$ cat config.mk
export PLATFORM = sky130hd
export DESIGN_NAME = fwd_hazard_unit
export DESIGN_NICKNAME = d
export VERILOG_FILES = /design/src/rtl/fwd_pkg.sv /design/src/rtl/fwd_select.sv /design/src/rtl/fwd_hazard_unit.sv
export SDC_FILE = /design/constraint.sdc
export NUM_CORES = 1
export LEC_CHECK = 0
export BUFFER_PORTS_ARGS = -buffer_cell sky130_fd_sc_hd__buf_2
export CAP_MARGIN = 20
export CORE_MARGIN = 4
export CORE_UTILIZATION = 42
export CTS_CLUSTER_DIAMETER = 120
export DETAILED_ROUTE_END_ITERATION = 8
export HOLD_SLACK_MARGIN = 0.12
export PLACE_DENSITY = 0.79
export SETUP_SLACK_MARGIN = 0.15
export SLEW_MARGIN = 20
export SYNTH_ARGS = -nofsm -noshare
export SYNTH_HDL_FRONTEND = slang
export SYNTH_HIERARCHICAL = 1
export SYNTH_SLANG_ARGS = --single-unit
$ cat constraint.sdc
create_clock -name clk -period 2.8 [get_ports clk]
set_clock_uncertainty 0.15 [all_clocks]
set_input_delay 0.56 -clock clk [delete_from_list [all_inputs] [get_ports clk]]
set_output_delay 0.56 -clock clk [all_outputs]
set_load 0.005 [all_outputs]
$ cat src/rtl/fwd_pkg.sv
// Shared types for the forwarding / load-use hazard unit.
// The in-flight record is sized for the widest register address the unit supports.
package fwd_pkg;

    localparam int MAX_REG_AW        = 8;
    localparam int FWD_DEPTH_DEFAULT = 3;

    typedef struct packed {
        logic                  valid;
        logic [MAX_REG_AW-1:0] rd;
        logic                  is_load;
    } inflight_entry_t;

    // Select index encoding: 0 = no producer, k+1 = tracked entry k.
    function automatic int fwd_sel_w(input int depth);
        return $clog2(depth + 1);
    endfunction

    localparam int FWD_SEL_W = fwd_sel_w(FWD_DEPTH_DEFAULT);

endpackage

$ cat src/rtl/fwd_select.sv
// Per-operand youngest-producer priority encoder and operand mux.
// Reports a not-ready producer so the top can stall decode instead of using stale data.
module fwd_select
    import fwd_pkg::*;
#(
    parameter int XLEN             = 32,
    parameter int REG_AW           = 5,
    parameter int FWD_DEPTH        = 3,
    parameter int LOAD_READY_STAGE = 1,
    parameter int SEL_W            = FWD_SEL_W
) (
    input  inflight_entry_t [FWD_DEPTH-1:0] i_entries,
    input  logic [REG_AW-1:0]               i_rs_addr,
    input  logic                            i_rs_used,
    input  logic [FWD_DEPTH*XLEN-1:0]       i_stage_data,
    input  logic [XLEN-1:0]                 i_regfile_data,
    output logic [XLEN-1:0]                 o_op_data,
    output logic                            o_op_fwd,
    output logic                            o_not_ready
);

    logic [SEL_W-1:0] w_sel;
    logic [XLEN-1:0]  w_fwd_data;
    logic             w_ready;
    logic             w_rs_live;
    logic             w_hit;

    // x0 is hard-wired to zero, so it never looks for a producer.
    assign w_rs_live = i_rs_used && (i_rs_addr != '0);

    // Scan oldest to youngest so the smallest matching index is the last to claim w_sel.
    always_comb begin
        w_sel = '0;
        for (int k = FWD_DEPTH - 1; k >= 0; k--) begin
            if (w_rs_live && i_entries[k].valid &&
                (i_entries[k].rd == MAX_REG_AW'(i_rs_addr))) begin
                w_sel = SEL_W'(k + 1);
            end
        end
    end

    // A load is only usable once it has reached the stage where its data returns.
    always_comb begin
        w_fwd_data = '0;
        w_ready    = 1'b0;
        for (int k = 0; k < FWD_DEPTH; k++) begin
            if (w_sel == SEL_W'(k + 1)) begin
                w_fwd_data = i_stage_data[k*XLEN +: XLEN];
                w_ready    = !i_entries[k].is_load || (k >= LOAD_READY_STAGE);
            end
        end
    end

    assign w_hit       = (w_sel != '0);
    assign o_op_fwd    = w_hit && w_ready;
    assign o_not_ready = w_hit && !w_ready;
    assign o_op_data   = o_op_fwd ? w_fwd_data : i_regfile_data;

endmodule

$ cat src/rtl/fwd_hazard_unit.sv
// Multi-stage bypass and load-use hazard unit between decode and the ID/EX register.
// Tracks in-flight writes, resolves operands, stalls on unready loads and squashes on redirect.
module fwd_hazard_unit
    import fwd_pkg::*;
#(
    parameter int XLEN             = 32,
    parameter int REG_AW           = 5,
    parameter int NUM_RD_PORTS     = 2,
    parameter int FWD_DEPTH        = 3,
    parameter int LOAD_READY_STAGE = 1,
    parameter int CNT_W            = 32
) (
    input  logic                           clk,
    input  logic                           reset_n,
    input  logic                           id_valid,
    input  logic [NUM_RD_PORTS*REG_AW-1:0] id_rs_addr,
    input  logic [NUM_RD_PORTS-1:0]        id_rs_used,
    input  logic [REG_AW-1:0]              id_rd_addr,
    input  logic                           id_rd_wr_en,
    input  logic                           id_is_load,
    input  logic [NUM_RD_PORTS*XLEN-1:0]   regfile_data,
    input  logic [FWD_DEPTH*XLEN-1:0]      stage_data,
    input  logic                           redirect,
    output logic [NUM_RD_PORTS*XLEN-1:0]   op_data,
    output logic [NUM_RD_PORTS-1:0]        op_fwd,
    output logic                           stall_id,
    output logic                           squash_id,
    output logic [CNT_W-1:0]               stall_cycles
);

    localparam int SEL_W = fwd_sel_w(FWD_DEPTH);

    generate
        if (REG_AW > MAX_REG_AW) begin : g_bad_reg_aw
            $error("REG_AW exceeds the in-flight record address width");
        end
        if ((LOAD_READY_STAGE < 1) || (LOAD_READY_STAGE >= FWD_DEPTH)) begin : g_bad_lrs
            $error("LOAD_READY_STAGE must lie in [1, FWD_DEPTH-1]");
        end
    endgenerate

    inflight_entry_t [FWD_DEPTH-1:0] r_table;
    inflight_entry_t                 w_new_entry;
    logic [NUM_RD_PORTS-1:0]         w_not_ready;
    logic                            w_issue;
    logic [CNT_W-1:0]                r_stall_cycles;

    generate
        for (genvar p = 0; p < NUM_RD_PORTS; p++) begin : g_port
            fwd_select #(
                .XLEN             (XLEN),
                .REG_AW           (REG_AW),
                .FWD_DEPTH        (FWD_DEPTH),
                .LOAD_READY_STAGE (LOAD_READY_STAGE),
                .SEL_W            (SEL_W)
            ) u_select (
                .i_entries      (r_table),
                .i_rs_addr      (id_rs_addr[p*REG_AW +: REG_AW]),
                .i_rs_used      (id_rs_used[p]),
                .i_stage_data   (stage_data),
                .i_regfile_data (regfile_data[p*XLEN +: XLEN]),
                .o_op_data      (op_data[p*XLEN +: XLEN]),
                .o_op_fwd       (op_fwd[p]),
                .o_not_ready    (w_not_ready[p])
            );
        end
    endgenerate

    // A redirect kills the ID instruction, so there is nothing left to stall for.
    assign stall_id  = id_valid && !redirect && (|w_not_ready);
    assign squash_id = redirect && id_valid;
    assign w_issue   = id_valid && id_rd_wr_en && (id_rd_addr != '0) && !stall_id && !squash_id;

    always_comb begin
        w_new_entry = '0;
        if (w_issue) begin
            w_new_entry.valid   = 1'b1;
            w_new_entry.rd      = MAX_REG_AW'(id_rd_addr);
            w_new_entry.is_load = id_is_load;
        end
    end

    // Stages past ID never stall, so the table advances unconditionally every cycle.
    always_ff @(posedge clk or negedge reset_n) begin
        if (!reset_n) begin
            r_table <= '0;
        end else begin
            r_table[0] <= w_new_entry;
            for (int k = 1; k < FWD_DEPTH; k++) begin
                r_table[k] <= r_table[k-1];
            end
        end
    end

    always_ff @(posedge clk or negedge reset_n) begin
        if (!reset_n) begin
            r_stall_cycles <= '0;
        end else if (stall_id && (r_stall_cycles != '1)) begin
            r_stall_cycles <= r_stall_cycles + 1'b1;
        end
    end

    assign stall_cycles = r_stall_cycles;

endmodule

* After elaboration in Yosys (flattened, before gate mapping)
Cells that the tools add are included.
** Operators by class
- Reduce and logical (&&, ||, !) cells :: 38
- Mux-type cells :: 21
- $add $sub $neg :: 1
- Equal/unequal tests :: 13
** Operators with widths (count)
- 32-bit two-way mux :: 8
- 8-bit by 5-bit == test with 1-bit output :: 6
- 32-bit by 1-bit adder with 32-bit output (second input constant) :: 1
- 32-bit inequality test (second input constant) :: 1
- 1-bit logical AND :: 26
- 5-bit nonzero test :: 3
- 2-bit two-way mux :: 6
- 10-bit two-way mux :: 1
- 2-bit == test (second input constant) :: 4
- 1-bit zero test :: 6
- 1-bit two-way mux :: 6
- 2-bit by 1-bit == test with 1-bit output (second input constant) :: 2
- 2-bit nonzero test :: 2
- 2-bit OR reduction :: 1
** Storage, ports and cells
- Register bits after elaboration :: 60
- Output and inout bits :: 100
- Word-level logic and storage cells :: 81
- Input bits :: 183

* Longest topological paths before layout
Gate-level depths: netlist of the first run.
- Depth after elaboration :: 19
- Depth in mapped cells :: 11
- Mapped depth without buffers :: 9

* By module
The synthesis of the first run kept the hierarchy.
** Modules (own cells, without submodules)
- fwd_select :: area each 1476.4 µm², times used 2, cells each 190, seq. area each 0.0 µm²
- fwd_hazard_unit :: area each 2306.0 µm², times used 1, cells each 191, seq. area each 1326.3 µm²

* Worst setup path before layout of the first run
No wires, ideal clock.
- Path kind :: input -> register
- Start :: in id_rs_addr[6]
- End :: reg r_stall_cycles[24], in the netlist stall_cycles[24]
- Library setup time :: 128 ps
- Setup slack :: -94 ps
- Buffers on the path :: 2
- Stages on the path :: 10
- Required time :: 2522 ps
- Data arrival time :: 2616 ps
- Path through :: or4_4 o21ai_2 or3_4 buf_4 buf_2 nor2_1 nor2_1 nor4_2 nand4_1 mux2_1
** On the way
- Cells in the longest elaborated chain, start to end :: 16
- Elaborated cells on any way between the ends :: 26
- Those cells by class :: eq/ne (6); mux (6); reduce/logical (14)
** RTL lines
- start: declaration :: line fwd_hazard_unit.sv:16 : input logic [NUM_RD_PORTS*REG_AW-1:0] id_rs_addr,
- 5-bit nonzero test :: line fwd_select.sv:29 : assign w_rs_live = i_rs_used && (i_rs_addr != '0);
- 1-bit logical AND :: line fwd_select.sv:29
- 1-bit logical AND (2 in series) :: line fwd_select.sv:35 : if (w_rs_live && i_entries[k].valid &&
- 2-bit two-way mux (2 in series) :: line fwd_select.sv:35
- 2-bit two-way mux * :: line fwd_select.sv:35
- 2-bit by 1-bit == test with 1-bit output :: line fwd_select.sv:47 : if (w_sel == SEL_W'(k + 1)) begin
- 1-bit two-way mux (3 in series) :: line fwd_select.sv:47
- 1-bit zero test :: line fwd_select.sv:56 : assign o_not_ready = w_hit && !w_ready;
- 1-bit logical AND * :: line fwd_select.sv:56
- net w_not_ready[1] :: line fwd_hazard_unit.sv:44 : logic [NUM_RD_PORTS-1:0] w_not_ready;
- 2-bit OR reduction * :: line fwd_hazard_unit.sv:70 : assign stall_id = id_valid && !redirect && (|w_not_ready);
- 1-bit logical AND * :: line fwd_hazard_unit.sv:70
- 1-bit logical AND * :: line fwd_hazard_unit.sv:98 : end else if (stall_id && (r_stall_cycles != '1)) begin
- end signal: assignment :: line fwd_hazard_unit.sv:99 : r_stall_cycles <= r_stall_cycles + 1'b1;
- end: declaration :: line fwd_hazard_unit.sv:46 : logic [CNT_W-1:0] r_stall_cycles;
Mark *: on every way through the listed nets, which the timed path passes. The rest lies on a longest branch.
A chain may end at the register's enable or synchronous reset.

* Final worst setup path of the first run
- Start :: in id_rs_addr[4]
- End :: out op_data[2]
** On the way
- Cells in the longest elaborated chain, start to end :: 13
- Elaborated cells on any way between the ends :: 26
- Those cells by class :: eq/ne (6); mux (10); reduce/logical (10)
** RTL lines
- 5-bit nonzero test :: line fwd_select.sv:29
- 1-bit logical AND :: line fwd_select.sv:29
- 1-bit logical AND (2 in series) :: line fwd_select.sv:35
- 2-bit two-way mux (2 in series) :: line fwd_select.sv:35
- 2-bit two-way mux * :: line fwd_select.sv:35
- 2-bit by 1-bit == test with 1-bit output :: line fwd_select.sv:47
- 1-bit two-way mux (3 in series) :: line fwd_select.sv:47
- 1-bit logical AND :: line fwd_select.sv:55 : assign o_op_fwd = w_hit && w_ready;
- 32-bit two-way mux * :: line fwd_select.sv:57 : assign o_op_data = o_op_fwd ? w_fwd_data : i_regfile_data;
- end: declaration :: line fwd_hazard_unit.sv:24 : output logic [NUM_RD_PORTS*XLEN-1:0] op_data,
Every way passes the cells marked *; elsewhere a longest branch is shown, timed or not.

==> reports/metrics.csv, run 1 <==
metric,value,unit
cts_buffers,5,
cts.sinks,51,
ir_worst_vdd,0.435,mV
hp-class,reg -> reg,
num_vias,7018,
crit_path_start_kind,input pin,
overflow,0,
crit_family,simple AND/OR/NAND/NOR gates,
core,0.0121,mm2
initial_core_util,43.2,%
syn_area_per_cell,9.15,um2
antenna_found_initial,8,
fin_crit_sh,120,%
crit_slowest_cell,or4_4,
postRouteAntennaNets,0,
dpl-instance-area,0.00737,mm2
worst_slack,-0.564,ns
drt_iter0_markers,785,
grt_use_total,30.0,%
dp_hpwl,15600,um
critPathArrivalTime,2.65,ns
p_seq_share,39.7,%
p_clk_share,33.2,%
wl_per_cell,24.1,um
end_kind,output pin,
p_int,1.37,mW
die_w,119,um
leakagePower,4.34,nW
slowest_delay,0.55,ns
finalHoldViolCount,0,
max_slew_margin,47.8,%
drt-total-wl,26700,um
yosys_warnings,6,
dieHeight,119,um
outcome,"complete, but fails checks",
combPwrFrac,27.1,%
fin_nets,1118,
grt_setup_unrepaired,true,
clkTransAtPathRegs,0.06,ns
pwr_density_cell,203,mW/mm2
drive_above_1_share,64.7,%
cts_tree,built,
syn_inst,569,
stdcell_area,0.00936,mm2
violations,setup timing,
critical_path_class,in -> out,
worst_ep_required_time,2.09,ns
layout_min_cycle_time,3.36,ns
ios,283,
setup_viol,101,
drv_slew,0,
max_slew.worst_pin.slew,0.783,ns
portBuffers,282,
crit_path_max_fanout,8,
clock-root-buffer,clkbuf_16,
p_switching,531,uW
dieArea,0.0142,mm2
place_worst_setup_slack,-0.369,ns
layout-area-overhead-vs-synth,79.7,%
switching_share,28.0,%
via_per_inst,6.32,
drc,0,
fmax,297,MHz
total_power,1.90,mW
synth_area,0.00521,mm2
clk_latency,0.30,ns
gp_congestion,0.941,
grt_pass1_wl,34600,um
worstPathCellList,"buf_6, or4_4, o21ai_4, buf_4, or3_4, buf_12, o32ai_1, a221oi_2, buf_2",
rows,40,
cap_viol_max_count,0,
grt_pass1_vias,6459,
cp_num_buf_inv,4,
htree_levels,2,
grt_max_degree,61,
firstDrtPassIters,7,
cts_max_path_buffers,2,
==> power groups by stage <==
stage / registers [mW] / clock network, mW / logic, mW
after detailed placement: 0.768 / 0 / 0.428
final: 0.754 / 0.630 / 0.514
after global placement: 0.767 / 0 / 0.422
after CTS: 0.754 / 0.635 / 0.456
after floorplan: 0.765 / 0 / 0.166
after global routing: 0.755 / 0.667 / 0.545
==> cells in the final DEF, fill, tap and decap left out, types with 5 or more instances in the layout <==
master / n
a221oi_2: 59
nor2_4: 7
nand4_1: 18
inv_1: 72
xor2_1: 19
xnor2_1: 26
clkbuf_16: 9
nor3_2: 15
and3_1: 5
xnor2_2: 13
buf_12: 20
nand2_1: 12
and2_4: 7
buf_2: 275
o32ai_1: 25
conb_1: 18
buf_8: 6
nand3_4: 9
o32ai_2: 27
nor3_1: 49
dfrtp_1: 48
buf_4: 46
diode_2: 7
buf_6: 33
nor2_1: 7
nand3_1: 5
nor3_4: 8
o32ai_4: 12
buf_16: 7
==> worst register-to-register path, stage by stage, from the launching register on <==
cell,delay (ns)
dfrtp_1,0.38
nor4b_4,0.21
nand4_1,0.21
or3_4,0.47
buf_12,0.15
buf_16,0.13
buf_8,0.14
nor2_4,0.15
nor2_4,0.08
buf_12,0.13
nor4_4,0.34
nand4_1,0.16
buf_6,0.17
mux2_4,0.29
==> per-layer routing <==
| layer | up-vias | global-route usage (%) | part of all wire [%] | routed length (um) |
|---|---|---|---|---|
| met1 | 3340 | 35.6 | 34 | 9080 |
| met3 | 165 | 4.37 | 9.3 | 2480 |
| li1 | 2933 | - | - | - |
| met4 | 2 | 14.2 | 7.0 | 1860 |
| met2 | 578 | 53.2 | 50 | 13300 |
| met5 | - | 0 | 0.026 | 7 |
==> per-stage QoR <==
stage,hold WS (ns),instances,util (%),setup TNS (ns)
finish,0.265,1110,77.6,-29.04
global route,0.284,1110,77.6,-36.38
CTS,0.256,1089,70.5,-17.53
detailed placement,0.238,1053,61.1,-23.44
global placement,0.226,1053,61.1,-20.71
floorplan,0.114,586,-,0
==> registers in the layout, summed over array words and instances, names as in the netlist <==
name	count
r_table	19
stall_cycles	32
==> layout make-up <==
type	instances	area [um2]
multi-input combinational	410	4480
timing repair buffer	394	2950
fill	701	2700
sequential	51	1280
inverter	72	270
tap	168	210
clock buffer	7	143
antenna	7	17.5
clock inverter	1	8.76
==> final timing paths <==
path                          startpoint                to  slack (ns)  cells after the start
max                        id_rs_addr[4]        op_data[2]       -0.56                      9
min                          r_table[19]       r_table[29]        0.26                      0
max reg2reg                   r_table[9]  stall_cycles[24]       -0.46                     13
min reg2reg                  r_table[19]       r_table[29]        0.26                      0
max in group asynchronous        reset_n        r_table[3]        1.30                      3
min in group asynchronous        reset_n  stall_cycles[18]        0.63                      2
==> what timing repair did <==
item,CTS,global route
hold endpoints to repair,22,0
gates resized for setup,106,105
cloned,9,5
setup endpoints to repair,87,104
buffers inserted,18,9
pin swaps,34,63
hold buffers,1,0
Power figures use the tool's default switching activity.
==> inputs of run 2 (changes only) <==
--- a/config.mk
+++ b/config.mk
@@ -7,6 +7,7 @@
 export LEC_CHECK = 0
 export BUFFER_PORTS_ARGS = -buffer_cell sky130_fd_sc_hd__buf_2
 export CAP_MARGIN = 20
+export CORE_ASPECT_RATIO = 0.7
 export CORE_MARGIN = 4
 export CORE_UTILIZATION = 42
 export CTS_CLUSTER_DIAMETER = 120
==> run 2 against run 1 <==
The run still ends with setup timing left. Power decreased by 1.2%. Cell area decreased by 8.8%. Register-to-register slack improved by 0.39 ns. Die area increased by 0.20%. Setup slack improved by 0.19 ns. Global-route usage decreased by 2.8 points. Clock power about the same. Sequential cell count unchanged. Via count decreased by 8.3%. Wire length decreased by 15%. Hold slack improved by 0.025 ns. Combinational power decreased by 4.5%. Largest cell class unchanged.
==> reports/metrics.csv, run 2 (same netlist as run 1, synthesis figures left out) <==
metric,value,unit,change
postRouteAntennaNets,0,,unchanged
end_kind,output pin,,unchanged
pwr_density_cell,220,mW/mm2,was 203 mW/mm2
layout_min_cycle_time,3.17,ns,was 3.36 ns
critPathArrivalTime,2.46,ns,was 2.65 ns
globalRouteMet3Util,4.91,%,was 4.37%
wl_per_cell,21.5,um,was 24.1 um
fillers,838,,was 701
cts_max_path_buffers,2,,unchanged
grt_use_met1,38.1,%,was 35.6%
max_slew.worst_pin.slew,0.519,ns,was 0.783 ns
fin_crit_sh,113,%,was 120%
mostFrequentLayoutCells,"276 x buf_2, 72 x inv_1, 57 x nor3_1, 54 x a221oi_2, 50 x dfrtp_1",,"was 275 x buf_2, 72 x inv_1, 59 x a221oi_2, 49 x nor3_1, 48 x dfrtp_1"
slowest_delay,0.57,ns,was 0.55 ns
clock-root-buffer,clkbuf_16,,unchanged
finalHoldViolCount,0,,unchanged
crit_path_max_fanout,40,,was 8
num_antenna_cells,0,,was 7
rows,33,,was 40
drive_above_1_share,60.8,%,was 64.7%
min_to,r_table[29],,unchanged
final_common_cell,buf_2,,unchanged
regArea,0.00128,mm2,about the same
cp_num_buf_inv,3,,was 4
initial_core_util,43.7,%,was 43.2%
dp_hpwl,15200,um,was 15600 um
worst_slack,-0.369,ns,was -0.564 ns
cts_buffers,5,,unchanged
grt_max_degree,43,,was 61
grt_pass1_vias,6279,,was 6459
overflow,0,,unchanged
core,0.0119,mm2,was 0.0121 mm2
antenna_found_initial,0,,was 8
rr_startpoint,r_table[9],,unchanged
r2r_setup_slack,-0.07,ns,was -0.46 ns
dieArea,0.0143,mm2,was 0.0142 mm2
fin_nets,1082,,was 1118
stdcell_area,0.00853,mm2,was 0.00936 mm2
critical_path_class,in -> out,,unchanged
holdPathStages,0,,unchanged
setup_viol,72,,was 101
grt-busiest-layer,met2,,unchanged
largest_reg_flops,32,,unchanged
layout-area-overhead-vs-synth,63.8,%,was 79.7%
fmax,316,MHz,was 297 MHz
ir_worst_vdd,0.265,mV,was 0.435 mV
hp-class,reg -> reg,,unchanged
cts_tree,built,,unchanged
die_w,141,um,was 119 um
drt-total-wl,22700,um,was 26700 um
total_power,1.88,mW,was 1.90 mW
grt_use_total,27.2,%,was 30.0%
final.setup.tns,-19.49,ns,was -29.04 ns
crit_family,simple AND/OR/NAND/NOR gates,,unchanged
worstPathCellList,"buf_8, or4_4, o21ai_4, or3_4, buf_16, nor3_1, a221oi_4, buf_2",,"was buf_6, or4_4, o21ai_4, buf_4, or3_4, buf_12, o32ai_1, a221oi_2, buf_2"
violations,setup timing,,unchanged
outcome,"complete, but fails checks",,unchanged
drv_slew,0,,unchanged
gp_congestion,0.917,,was 0.941
cts.sinks,51,,unchanged
worst_ep_required_time,2.09,ns,about the same
num_vias,6432,,was 7018
dieHeight,101,um,was 119 um
grt_setup_unrepaired,true,,unchanged
worstHoldStart,r_table[19],,unchanged
cap_viol_max_count,0,,unchanged
ios,283,,unchanged
leakagePower,3.99,nW,was 4.34 nW
crit_path_start_kind,input pin,,unchanged
r2r_end,stall_cycles[24],,unchanged
max_slew_margin,65.4,%,was 47.8%
clk_latency,0.29,ns,was 0.30 ns
multi_input_area,0.00425,mm2,was 0.00448 mm2
dpl-instance-area,0.00722,mm2,was 0.00737 mm2
via_per_inst,6.09,,was 6.32
worstRegToRegCells,13,,unchanged
htree_levels,2,,unchanged
drt_iter0_markers,457,,was 785
use_met2,43.8,%,was 53.2%
portBuffers,282,,unchanged
grt_pass1_wl,31800,um,was 34600 um
clkTransAtPathRegs,0.07,ns,was 0.06 ns
drc,0,,unchanged
crit_slowest_cell,or4_4,,unchanged
firstDrtPassIters,5,,was 7
## run 2: what timing repair did
item | in CTS | in global routing
hold buffers | 1 | 0
gates resized for setup | 65 | 79
endpoints found under the hold margin | 17 | 0
setup buffers | 10 | 7
gates cloned | 3 | 3
pin swaps | 11 | 30
setup endpoints to repair | 92 | 101
## run 2: through the flow
step | setup slack (ns) | util (%) | std cells | hold WS (ns)
2_1_floorplan | 0.111 | - | 586 | 0.114
6_report | -0.369 | 71.5 | 1056 | 0.290
3_5_place_dp | -0.347 | 60.5 | 1024 | 0.249
3_3_place_gp | -0.344 | 60.5 | 1024 | 0.265
4_1_cts | -0.294 | 66.5 | 1046 | 0.293
5_1_grt | -0.395 | 71.5 | 1056 | 0.305
## run 2: worst max-delay path by stage
stage	start	to	slack [ns]	depth (start not counted)
final	id_rs_addr[1]	op_data[13]	-0.37	8
after global routing	id_rs_addr[6]	op_data[53]	-0.40	8
after CTS	id_rs_addr[1]	op_data[13]	-0.29	8
after detailed placement	id_rs_addr[1]	op_data[13]	-0.35	8
after global placement	id_rs_addr[3]	op_data[13]	-0.34	9
after floorplan	id_rs_addr[1]	stall_cycles[24]	0.11	10
## run 2: cell type report
cell class / count / share of cell area [%]
flip-flops and latches: 51 / 15.0
clock buffers: 6 / 1.63
repair buffers: 358 / 27.9
multi-input cells: 410 / 49.8
inverters: 72 / 3.17
clock inverters: 2 / 0.191
well taps: 157 / 2.30
## run 2: per-layer routing
metal	share of wire, %	vias up
li1	-	2858
met1	41	3113
met2	48	409
met3	8.5	52
met4	2.1	0
met5	0	-
## run 2: worst reg2reg max path, delay by kind of cell, from the launching register on
kind,cells,cell delay (ns)
AND/OR/NAND/NOR,7,1.24
buffers and inverters,5,0.71
flip-flops,1,0.38
multiplexers,1,0.29
## run 2: where the power goes
part	leakage, nW	internal, mW	total [mW]	switching [mW]
clock network	0.0731	0.357	0.632	0.275
registers	0.701	0.744	0.753	0.00909
logic	3.21	0.262	0.491	0.229
total	3.99	1.36	1.88	0.513
